[src/rtl/instr_encoder_pkg.sv]
// Shared definitions for the instruction encoder: request classes,
// ALU op codes, RV64I opcode/funct constants, range limits, field packers.
package instr_encoder_pkg;

    localparam int ALU_OP_WIDTH = 4;
    typedef logic [ALU_OP_WIDTH-1:0] alu_op_t;

    localparam alu_op_t ALU_ADD  = 4'd0;
    localparam alu_op_t ALU_SUB  = 4'd1;
    localparam alu_op_t ALU_SLL  = 4'd2;
    localparam alu_op_t ALU_SLT  = 4'd3;
    localparam alu_op_t ALU_SLTU = 4'd4;
    localparam alu_op_t ALU_XOR  = 4'd5;
    localparam alu_op_t ALU_SRL  = 4'd6;
    localparam alu_op_t ALU_SRA  = 4'd7;
    localparam alu_op_t ALU_OR   = 4'd8;
    localparam alu_op_t ALU_AND  = 4'd9;

    typedef enum logic [3:0] {
        CLS_R       = 4'd0,
        CLS_R32     = 4'd1,
        CLS_I_IMM   = 4'd2,
        CLS_I_IMM32 = 4'd3,
        CLS_LOAD    = 4'd4,
        CLS_STORE   = 4'd5,
        CLS_BRANCH  = 4'd6,
        CLS_JAL     = 4'd7,
        CLS_JALR    = 4'd8,
        CLS_LUI     = 4'd9,
        CLS_AUIPC   = 4'd10
    } enc_class_t;

    typedef enum logic {
        S_RUN,
        S_ERR
    } enc_state_t;

    localparam logic [2:0] ERR_NONE  = 3'd0;
    localparam logic [2:0] ERR_OP    = 3'd1;
    localparam logic [2:0] ERR_RANGE = 3'd2;
    localparam logic [2:0] ERR_ALIGN = 3'd3;
    localparam logic [2:0] ERR_WIDTH = 3'd4;
    localparam logic [2:0] ERR_CLASS = 3'd5;

    localparam logic [6:0] OPC_OP      = 7'b0110011;
    localparam logic [6:0] OPC_OP32    = 7'b0111011;
    localparam logic [6:0] OPC_OPIMM   = 7'b0010011;
    localparam logic [6:0] OPC_OPIMM32 = 7'b0011011;
    localparam logic [6:0] OPC_LOAD    = 7'b0000011;
    localparam logic [6:0] OPC_STORE   = 7'b0100011;
    localparam logic [6:0] OPC_BRANCH  = 7'b1100011;
    localparam logic [6:0] OPC_JAL     = 7'b1101111;
    localparam logic [6:0] OPC_JALR    = 7'b1100111;
    localparam logic [6:0] OPC_LUI     = 7'b0110111;
    localparam logic [6:0] OPC_AUIPC   = 7'b0010111;

    localparam logic [6:0] F7_BASE = 7'b0000000;
    localparam logic [6:0] F7_ALT  = 7'b0100000;
    localparam logic [5:0] SRAI_HI = 6'b010000;
    localparam logic [2:0] F3_JALR = 3'b000;

    localparam int IMM_I_MIN   = -2048;
    localparam int IMM_I_MAX   = 2047;
    localparam int IMM_B_MIN   = -4096;
    localparam int IMM_B_MAX   = 4094;
    localparam int IMM_J_MIN   = -1048576;
    localparam int IMM_J_MAX   = 1048574;
    localparam int SHAMT64_MAX = 63;
    localparam int SHAMT32_MAX = 31;

    function automatic logic [2:0] alu_f3(alu_op_t op);
        logic [2:0] f;
        case (op)
            ALU_SLL:  f = 3'b001;
            ALU_SLT:  f = 3'b010;
            ALU_SLTU: f = 3'b011;
            ALU_XOR:  f = 3'b100;
            ALU_SRL:  f = 3'b101;
            ALU_SRA:  f = 3'b101;
            ALU_OR:   f = 3'b110;
            ALU_AND:  f = 3'b111;
            default:  f = 3'b000;
        endcase
        return f;
    endfunction

    function automatic logic in_range(logic [31:0] v, int lo, int hi);
        return ($signed(v) >= lo) && ($signed(v) <= hi);
    endfunction

    function automatic logic [31:0] enc_r(logic [6:0] f7, logic [4:0] rs2,
                                          logic [4:0] rs1, logic [2:0] f3,
                                          logic [4:0] rd, logic [6:0] opc);
        return {f7, rs2, rs1, f3, rd, opc};
    endfunction

    function automatic logic [31:0] enc_i(logic [11:0] imm, logic [4:0] rs1,
                                          logic [2:0] f3, logic [4:0] rd,
                                          logic [6:0] opc);
        return {imm, rs1, f3, rd, opc};
    endfunction

    function automatic logic [31:0] enc_s(logic [11:0] imm, logic [4:0] rs2,
                                          logic [4:0] rs1, logic [2:0] f3);
        return {imm[11:5], rs2, rs1, f3, imm[4:0], OPC_STORE};
    endfunction

    function automatic logic [31:0] enc_b(logic [12:1] imm, logic [4:0] rs2,
                                          logic [4:0] rs1, logic [2:0] f3);
        return {imm[12], imm[10:5], rs2, rs1, f3, imm[4:1], imm[11], OPC_BRANCH};
    endfunction

    function automatic logic [31:0] enc_u(logic [31:12] imm, logic [4:0] rd,
                                          logic [6:0] opc);
        return {imm, rd, opc};
    endfunction

    function automatic logic [31:0] enc_j(logic [20:1] imm, logic [4:0] rd);
        return {imm[20], imm[10:1], imm[11], imm[19:12], rd, OPC_JAL};
    endfunction

endpackage

[src/rtl/instr_encoder_fifo.sv]
// Synchronous FIFO with flush; head word is readable combinationally.
// Pointers carry one extra wrap bit to separate full from empty.
module enc_fifo #(
    parameter int DEPTH = 4,
    parameter int W     = 32
) (
    input  logic         clk,
    input  logic         rst_n,
    input  logic         flush,
    input  logic         push,
    input  logic [W-1:0] wdata,
    input  logic         pop,
    output logic [W-1:0] rdata,
    output logic         full,
    output logic         empty
);
    localparam int AW = $clog2(DEPTH);

    logic [W-1:0] mem [DEPTH];
    logic [AW:0]  wp;
    logic [AW:0]  rp;
    logic         do_push;
    logic         do_pop;

    assign do_push = push && !full && rst_n && !flush;
    assign do_pop  = pop && !empty;

    assign empty = (wp == rp);
    assign full  = (wp[AW] != rp[AW]) && (wp[AW-1:0] == rp[AW-1:0]);
    assign rdata = mem[rp[AW-1:0]];

    always_ff @(posedge clk) begin
        if (!rst_n || flush) begin
            wp <= '0;
            rp <= '0;
        end else begin
            if (do_push) wp <= wp + (AW+1)'(1);
            if (do_pop)  rp <= rp + (AW+1)'(1);
        end
    end

    always_ff @(posedge clk) begin
        if (do_push) mem[wp[AW-1:0]] <= wdata;
    end

endmodule

[src/rtl/instr_encoder.sv]
// Validates abstract op requests, encodes RV64I words, streams them to imem.
// Define ENC_STATS_EN to add saturating write/error counters.
module instr_encoder
    import instr_encoder_pkg::*;
#(
    parameter int          DEPTH     = 4,
    parameter int          ADDR_W    = 16,
    parameter int unsigned BASE_ADDR = 0
) (
    input  logic                    clk,
    input  logic                    rst_n,
    input  logic                    req_valid,
    output logic                    req_ready,
    input  logic [3:0]              req_class,
    input  logic [ALU_OP_WIDTH-1:0] req_alu_op,
    input  logic [2:0]              req_width,
    input  logic                    req_flag,
    input  logic [4:0]              req_rd,
    input  logic [4:0]              req_rs1,
    input  logic [4:0]              req_rs2,
    input  logic [31:0]             req_imm,
    output logic                    imem_we,
    input  logic                    imem_ready,
    output logic [ADDR_W-1:0]       imem_addr,
    output logic [31:0]             imem_wdata,
    output logic                    err_valid,
    output logic [2:0]              err_code,
    input  logic                    err_clear,
    input  logic                    restart
`ifdef ENC_STATS_EN
    ,
    output logic [15:0]             stat_words,
    output logic [7:0]              stat_errs
`endif
);
    localparam logic [ADDR_W-1:0] BASE = ADDR_W'(BASE_ADDR);

    enc_state_t  state;
    logic        full;
    logic        empty;
    logic        accept;
    logic        push;
    logic        pop;
    logic [2:0]  code;
    logic [31:0] word;
    logic        known;
    logic        is_sh;
    logic        is_alt;
    logic        w_op;
    logic [2:0]  f3;
    logic [2:0]  bf3;
    logic [11:0] i_imm;

    assign req_ready = rst_n && !restart && (state == S_RUN) && !full;
    assign accept    = req_valid && req_ready;
    assign push      = accept && (code == ERR_NONE);
    assign imem_we   = (state == S_RUN) && !empty;
    assign pop       = imem_we && imem_ready;

    always_comb begin
        code   = ERR_NONE;
        word   = '0;
        bf3    = 3'b000;
        known  = req_alu_op <= ALU_AND;
        is_sh  = (req_alu_op == ALU_SLL) || (req_alu_op == ALU_SRL) ||
                 (req_alu_op == ALU_SRA);
        is_alt = (req_alu_op == ALU_SUB) || (req_alu_op == ALU_SRA);
        w_op   = (req_alu_op == ALU_ADD) || (req_alu_op == ALU_SUB) || is_sh;
        f3     = alu_f3(req_alu_op);
        // Shift immediates carry the SRA marker above the shamt field.
        i_imm  = is_sh ? {(req_alu_op == ALU_SRA) ? SRAI_HI : 6'b0, req_imm[5:0]}
                       : req_imm[11:0];
        case (req_class)
            CLS_R: begin
                if (!known) code = ERR_OP;
                word = enc_r(is_alt ? F7_ALT : F7_BASE, req_rs2, req_rs1,
                             f3, req_rd, OPC_OP);
            end
            CLS_R32: begin
                if (!w_op) code = ERR_OP;
                word = enc_r(is_alt ? F7_ALT : F7_BASE, req_rs2, req_rs1,
                             f3, req_rd, OPC_OP32);
            end
            CLS_I_IMM: begin
                if (!known || req_alu_op == ALU_SUB)
                    code = ERR_OP;
                else if (is_sh ? !in_range(req_imm, 0, SHAMT64_MAX)
                               : !in_range(req_imm, IMM_I_MIN, IMM_I_MAX))
                    code = ERR_RANGE;
                word = enc_i(i_imm, req_rs1, f3, req_rd, OPC_OPIMM);
            end
            CLS_I_IMM32: begin
                if (!w_op || req_alu_op == ALU_SUB)
                    code = ERR_OP;
                else if (is_sh ? !in_range(req_imm, 0, SHAMT32_MAX)
                               : !in_range(req_imm, IMM_I_MIN, IMM_I_MAX))
                    code = ERR_RANGE;
                word = enc_i(i_imm, req_rs1, f3, req_rd, OPC_OPIMM32);
            end
            CLS_LOAD: begin
                if (req_width > 3'd3 || (req_flag && req_width == 3'd3))
                    code = ERR_WIDTH;
                else if (!in_range(req_imm, IMM_I_MIN, IMM_I_MAX))
                    code = ERR_RANGE;
                word = enc_i(req_imm[11:0], req_rs1,
                             {req_flag, req_width[1:0]}, req_rd, OPC_LOAD);
            end
            CLS_STORE: begin
                if (req_width > 3'd3 || req_flag)
                    code = ERR_WIDTH;
                else if (!in_range(req_imm, IMM_I_MIN, IMM_I_MAX))
                    code = ERR_RANGE;
                word = enc_s(req_imm[11:0], req_rs2, req_rs1,
                             {1'b0, req_width[1:0]});
            end
            CLS_BRANCH: begin
                unique case (1'b1)
                    req_alu_op == ALU_SUB:  bf3 = {2'b00, req_flag};
                    req_alu_op == ALU_SLT:  bf3 = {2'b10, req_flag};
                    req_alu_op == ALU_SLTU: bf3 = {2'b11, req_flag};
                    default:                code = ERR_OP;
                endcase
                if (code == ERR_NONE) begin
                    if (!in_range(req_imm, IMM_B_MIN, IMM_B_MAX))
                        code = ERR_RANGE;
                    else if (req_imm[0])
                        code = ERR_ALIGN;
                end
                word = enc_b(req_imm[12:1], req_rs2, req_rs1, bf3);
            end
            CLS_JAL: begin
                if (!in_range(req_imm, IMM_J_MIN, IMM_J_MAX))
                    code = ERR_RANGE;
                else if (req_imm[0])
                    code = ERR_ALIGN;
                word = enc_j(req_imm[20:1], req_rd);
            end
            CLS_JALR: begin
                if (!in_range(req_imm, IMM_I_MIN, IMM_I_MAX))
                    code = ERR_RANGE;
                word = enc_i(req_imm[11:0], req_rs1, F3_JALR, req_rd, OPC_JALR);
            end
            CLS_LUI: begin
                if (req_imm[11:0] != 12'd0) code = ERR_ALIGN;
                word = enc_u(req_imm[31:12], req_rd, OPC_LUI);
            end
            CLS_AUIPC: begin
                if (req_imm[11:0] != 12'd0) code = ERR_ALIGN;
                word = enc_u(req_imm[31:12], req_rd, OPC_AUIPC);
            end
            default: code = ERR_CLASS;
        endcase
    end

    enc_fifo #(
        .DEPTH (DEPTH),
        .W     (32)
    ) u_fifo (
        .clk   (clk),
        .rst_n (rst_n),
        .flush (restart),
        .push  (push),
        .wdata (word),
        .pop   (pop),
        .rdata (imem_wdata),
        .full  (full),
        .empty (empty)
    );

    always_ff @(posedge clk) begin
        if (!rst_n || restart) begin
            state     <= S_RUN;
            err_valid <= 1'b0;
            err_code  <= ERR_NONE;
            imem_addr <= BASE;
        end else begin
            err_valid <= 1'b0;
            if (accept && code != ERR_NONE) begin
                state     <= S_ERR;
                err_valid <= 1'b1;
                err_code  <= code;
            end else if (state == S_ERR && err_clear) begin
                state <= S_RUN;
            end
            if (pop) imem_addr <= imem_addr + ADDR_W'(4);
        end
    end

`ifdef ENC_STATS_EN
    always_ff @(posedge clk) begin
        if (!rst_n || restart) begin
            stat_words <= '0;
            stat_errs  <= '0;
        end else begin
            if (pop && stat_words != '1)
                stat_words <= stat_words + 16'd1;
            if (accept && code != ERR_NONE && stat_errs != '1)
                stat_errs <= stat_errs + 8'd1;
        end
    end
`endif

endmodule
[config.mk]
export PLATFORM = sky130hd
export DESIGN_NAME = instr_encoder
export DESIGN_NICKNAME = d
export VERILOG_FILES = /design/src/rtl/instr_encoder_pkg.sv /design/src/rtl/instr_encoder_fifo.sv /design/src/rtl/instr_encoder.sv
export SDC_FILE = /design/constraint.sdc
export NUM_CORES = 1
export LEC_CHECK = 0
export CORE_ASPECT_RATIO = 0.7
export CORE_UTILIZATION = 35
export CTS_CLUSTER_DIAMETER = 120
export DETAILED_ROUTE_END_ITERATION = 12
export DONT_BUFFER_PORTS = 1
export GPL_TIMING_DRIVEN = 0
export HOLD_SLACK_MARGIN = 0.05
export PLACE_DENSITY_LB_ADDON = 0.25
export SYNTH_ARGS = -nofsm -noshare
export SYNTH_HDL_FRONTEND = slang
export SYNTH_HIERARCHICAL = 1
export SYNTH_SLANG_ARGS = --single-unit
[constraint.sdc]
create_clock -name clk -period 4.5 [get_ports clk]
set_input_delay 0.225 -clock clk [delete_from_list [all_inputs] [get_ports clk]]
set_output_delay 0.225 -clock clk [all_outputs]
set_load 0.02 [all_outputs]
### After elaboration in Yosys (flattened, before gate mapping)

Memory sizes are Yosys's and may differ from the RTL's. A register that Yosys moved wholly into a read port is not among the register bits.
Index checks and enable logic that the tools add are counted.

| storage, ports and cells | value |
|---|---|
| RAM bits | 128 |
| register bits after elaboration | 27 |
| output and inout port bits | 54 |
| logic and storage cells | 123 |
| memories kept | 2 |
| bits in read-only memories | 48 |
| input port bits | 65 |

| cells by class | value |
|---|---|
| bitwise operators | 1 |
| order comparisons | 11 |
| muxes and demuxes | 32 |
| add/subtract/negate cells | 3 |
| reduce and logical (&&, ||, !) cells | 48 |
| eq/ne operators | 20 |

Memories:

| memory | depth | bits a word | read ports | clocked after memory_dff | write ports | RTL line | RTL |
|---|---|---|---|---|---|---|---|
| u_fifo.mem | 4 | 32 | 1 | 1 | 1 | instr_encoder_fifo.sv:19 | `logic [W-1:0] mem [DEPTH];` |
| (no name shown) | 16 | 3 | 1 | 0 | 0 | instr_encoder_pkg.sv:73 | `case (op)` |

Operators by type and width:

| operator | number |
|---|---|
| $pmux W32 S11 | 1 |
| $ge A32 B1 Y1 const B | 1 |
| $ge A32 B12 Y1 const B | 1 |
| $ge A32 B13 Y1 const B | 1 |
| $ge A32 B21 Y1 const B | 1 |
| $le A32 B12 Y1 const B | 1 |
| $le A32 B13 Y1 const B | 1 |
| $le A32 B21 Y1 const B | 1 |
| $le A32 B6 Y1 const B | 1 |
| $le A32 B7 Y1 const B | 1 |
| $pmux W3 S10 | 1 |
| $eq A4 B3 Y1 const B | 7 |
| $logic_and A1 B1 Y1 | 20 |
| $mux W2 | 10 |
| $mux W3 | 6 |
| $add A16 B3 Y16 const B | 1 |
| $eq A4 B2 Y1 const B | 4 |
| $eq A4 B4 Y1 const B | 3 |
| $mux W12 | 1 |
| $reduce_bool A12 Y1 | 1 |
| $logic_or A1 B1 Y1 | 10 |
| $mux W1 | 10 |
| $logic_not A1 Y1 | 9 |
| $pmux W3 S3 | 1 |
| 17 further kinds | 21 |

### Depth between registers and ports, before layout

| depth | value |
|---|---|
| depth in word-level cells | 15 |
| depth in mapped cells | 10 |
| mapped depth without buffers | 9 |

### By module

Netlist, hierarchy kept.

Modules (own cells, without submodules):

| module | cells an instance | area an instance (sq um) | times used | sequential area each (sq um) |
|---|---|---|---|---|
| enc_fifo | 234 | 5,195.0 | 1 | 4,003.8 |
| instr_encoder | 332 | 2,254.7 | 1 | 380.4 |

### Least setup slack after synthesis

OpenSTA, ideal clock, no wires.

| timing | value |
|---|---|
| path type | register to register |
| from | register u_fifo.wp[1] |
| to | memory u_fifo.mem[1][0], enable pin |
| cell stages (with the launch flop) | 9 |
| period minus slack after synthesis | 3.773 ns |
| arrival time | 3.381 ns |
| data required time | 4.108 ns |
| slack | 0.727 ns |
| library setup time | 0.392 ns |
| path buffers | 1 |
| cells stage by stage | dfxtp_1 > buf_6 > xnor2_1 > nand2_2 > nor2_1 > nor3_1 > nand2_1 > nor4_1 > and3_1 |

| on the way | value |
|---|---|
| longest elaborated chain between the ends | 11 |

RTL lines:

| item | RTL line | RTL |
|---|---|---|
| from (decl) | instr_encoder_fifo.sv:20 | `logic [AW:0] wp;` |
| from (signal assigned) | instr_encoder_fifo.sv:37 | `if (do_push) wp <= wp + (AW+1)'(1);` |
| $eq A2 B2 Y1 | instr_encoder_fifo.sv:29 | `assign full = (wp[AW] != rp[AW]) && (wp[AW-1:0] == rp[AW-1:0]);` |
| $logic_and A1 B1 Y1 | instr_encoder_fifo.sv:29 |  |
| named net full | instr_encoder.sv:39 | `logic full;` |
| $logic_not A1 Y1 | instr_encoder.sv:54 | `assign req_ready = rst_n && !restart && (state == S_RUN) && !full;` |
| $logic_and A1 B1 Y1 | instr_encoder.sv:54 |  |
| named net req_ready | instr_encoder.sv:13 | `output logic req_ready,` |
| $logic_and A1 B1 Y1 | instr_encoder.sv:55 | `assign accept = req_valid && req_ready;` |
| $logic_and A1 B1 Y1 | instr_encoder.sv:56 | `assign push = accept && (code == ERR_NONE);` |
| named net push | instr_encoder.sv:42 | `logic push;` |
| $logic_and A1 B1 Y1 (3 in a row) | instr_encoder_fifo.sv:25 | `assign do_push = push && !full && rst_n && !flush;` |
| $mux W1 | instr_encoder_fifo.sv:43 | `if (do_push) mem[wp[AW-1:0]] <= wdata;` |
| $mux W1 (not written as such) | instr_encoder_fifo.sv:43 |  |
| to (decl) | instr_encoder_fifo.sv:19 |  |

The timed path passes the listed nets, and every way through them passes these cells.

### Worst setup path after layout

| timing | value |
|---|---|
| from | register u_fifo.wp[0] |
| to | memory u_fifo.mem[2][19], enable pin |

Same word-level chain as after synthesis.

==> run summary <==
GRT Overall Usage: 18.5%
GR Overflow Total: 0
Flops & latches, synth: 155
Switching power: 717 uW
CTS Buffer Depth: 2
Max-cap violations: 0
Initial antenna violation count: 0
Vias in the first global route: 4996
Tcrit/Tclk final: 87.1%
Mapped Area: 7450 um2
Worst hold path depth: 2
Predominant post-synthesis flop cell: edfxtp_1
Synth cell count leaders: 128 x edfxtp_1, 47 x nand2_1, 32 x mux4_2, 32 x nor2_1, 27 x dfxtp_1
Layout area overhead: 13.8%
Total die area: 21900 um2
Hold crit path type: input pin to flip-flop
Max FO, Critical Path: 23
Arrival time worst endpoint: 4.04 ns
FF-to-FF End: u_fifo/mem[2][19]$_DFFE_PP_
Worst slew pin tran: 0.874 ns
Clock Latency Late Sink: 0.42 ns
Drt pass-1 iters: 5
CP startpoint: u_fifo/wp[0]$_SDFFE_PP0P_
Root buffer cell: clkbuf_16
CP Launch Type: flip-flop
Post-CTS setup buffers: 0
Pwr per Cell Area: 368 nW/um2
R2r setup slk: 0.58 ns
Design Area, Final: 8480 um2
Area leader, netlist: edfxtp_1
Worst-path clk slew: 0.06 ns
DRT Wirelength: 19.6 mm
P_leak: 0.00266 uW
RSZ-0062 raised after global routing: no
CP endpoint: u_fifo/mem[2][19]$_DFFE_PP_
F_max: 255 MHz
Library cells used by synthesis: 79
Initial Utilization: 35.8%
IO Pins: 119
Largest net degree at the start of global routing: 25
Layout Nets: 663
CTS Sinks: 155
CTS tree: done
IR drop worst, VDD: 0.199 mV
I/O Buffers: 0
Syn avg cell area: 13.2 um2
Pint: 2400 uW
CTS H-tree lvls: 4
Startpoint of the worst-slack reg-to-reg timing path: u_fifo/wp[0]$_SDFFE_PP0P_
Via count: 5049
Worst Setup End Kind: flip-flop
Diode count: 0
Post-DP HPWL: 14.4 mm
Crit Path Class: flip-flop to flip-flop
Combinational fraction of design power: 5.8%
CTS Buf Count: 17
Std-Cell Rows: 44
Most common cell in the netlist: edfxtp_1
Die Wd: 176 um
Reg2Reg Depth: 8
Routed length per instance: 22.2 um
Final Setup Violations: 0
Area contributors post-synth: edfxtp_1 52%, mux4_2 9.7%, dfxtp_1 7.3%
Switching Share: 23.0%
Max Slew Vio Count: 0
DRC: 0
Chip height: 124 um
Antenna violation net count after detailed routing: 0
Outcome: completed
Clk pwr share: 43.8%
Post-synth EDFFs: 128
Initial DRC count: 475
First-pass GRT wire length: 29.5 mm
Tmin final: 3.92 ns
Post-synth top area share: 51.6%
Async set or reset register ratio after synthesis: 0%
Dpl cell area: 7880 um2
Final core occ: 40.7%
Yosys warns: 6
CP required: 4.62 ns
Core box area: 20800 um2
Layout cells sized above 1: 17.2%
Synth Instances: 566
Fin. Hold Viols: 0
Register area share after synthesis: 58.9%
Drt via density: 5.73
Gpl congestion: 0.926
Setup Skew: 0.00908 ns
Max-slew headroom: 41.3%
Reg power frac: 50.4%
==> worst min-delay path by stage <==
| stage | end | startpoint |
|---|---|---|
| final | u_fifo/rp[0]$_SDFFE_PP0P_ | restart |
| after global routing | u_fifo/rp[0]$_SDFFE_PP0P_ | restart |
| after CTS | u_fifo/rp[0]$_SDFFE_PP0P_ | restart |
| after detailed placement | state$_SDFFE_PP0P_ | err_clear |
| after global placement | u_fifo/rp[0]$_SDFFE_PP0P_ | rst_n |
| after floorplan | flip-flop | rst_n |
==> logic make-up (layout without fill, tap and decap cells) <==
group           Yosys count  after routing  share of synthesized area (%)
compound gates          121            121                           11.2
buf+inv                  41             79                           2.65
flops                   155            155                           58.9
xor+xnor                 17             17                           2.10
other cells               1              2                         0.0503
mux                      35             35                           10.1
fa+ha+maj                 6              6                           1.01
simple gates            190            190                           14.0
==> through the flow <==
stage / total power, uW / hold WS [ns] / worst slack, ns / cells / setup TNS [ns]
6_report: 3120 / 0.0658 / 0.580 / 881 / 0
5_1_grt: 3230 / 0.0525 / 0.227 / 881 / 0
4_1_cts: 3150 / 0.0529 / 0.211 / 881 / 0
3_5_place_dp: 1780 / 0.487 / 0.228 / 847 / 0
3_3_place_gp: 1770 / 0.457 / -0.605 / 843 / -74.21
2_1_floorplan: 1730 / 0.446 / 0.727 / 567 / 0
==> power groups by stage <==
stage | clock, uW | sequential [uW] | combinational (uW)
final | 1370 | 1570 | 180
after detailed placement | 0 | 1600 | 173
after global routing | 1460 | 1570 | 195
after floorplan | 0 | 1600 | 128
after global placement | 0 | 1600 | 167
after CTS | 1400 | 1570 | 176
==> timing repair <==
item                                   in CTS  in global routing
hold buffers                                2                  0
gates resized for setup                     0                  1
setup endpoints to repair                   0                 95
endpoints found under the hold margin       4                  0
==> cell type report <==
class	count	area, um2
clock inverters	13	133
repair buffers	6	100
well taps	276	345
plain buffers	29	153
clock buffers	19	433
multi-input cells	371	2880
fillers	1927	12300
inverters	12	45.0
flip-flops and latches	155	4380
==> placed cells by master (no fill, tap or decap), types with 7 or more instances in the layout <==
| master | instances |
|---|---|
| nand4_1 | 18 |
| nor4_1 | 7 |
| edfxtp_1 | 128 |
| nand2b_1 | 13 |
| nand2_1 | 47 |
| nor3_1 | 10 |
| clkbuf_1 | 16 |
| nand3_1 | 12 |
| xor2_1 | 11 |
| clkbuf_16 | 17 |
| inv_1 | 11 |
| a21oi_1 | 26 |
| nor2_1 | 32 |
| dfxtp_1 | 27 |
| o21ai_0 | 23 |
| mux4_2 | 32 |
| a22o_1 | 10 |
| a31oi_1 | 11 |
| o211ai_1 | 7 |
==> worst max-delay path, cell delays in order (launching register included) <==
cell and delay (ns):
dfxtp_1 0.48, xnor2_1 0.25, nand2_2 0.18, nor2_1 0.07
nor3_1 0.73, nand2_1 0.35, nor4_2 0.71, and3_2 0.59
buf_12 0.24
==> per-layer routing <==
layer	share of wire, %	vias to the layer above	track usage [%]
met5	0	-	0
met4	2.5	0	7.06
met3	7.1	34	5.40
met2	46	189	30.0
met1	44	2536	23.4
li1	-	2290	-
==> sequential cells by signal, indices dropped and copies added, names as in the netlist, named ones only <==
name	flops
err_code	3
err_valid	1
imem_addr	14
state	1
u_fifo/mem	128
u_fifo/rp	3
u_fifo/wp	3
Power figures use the tool's default switching activity.
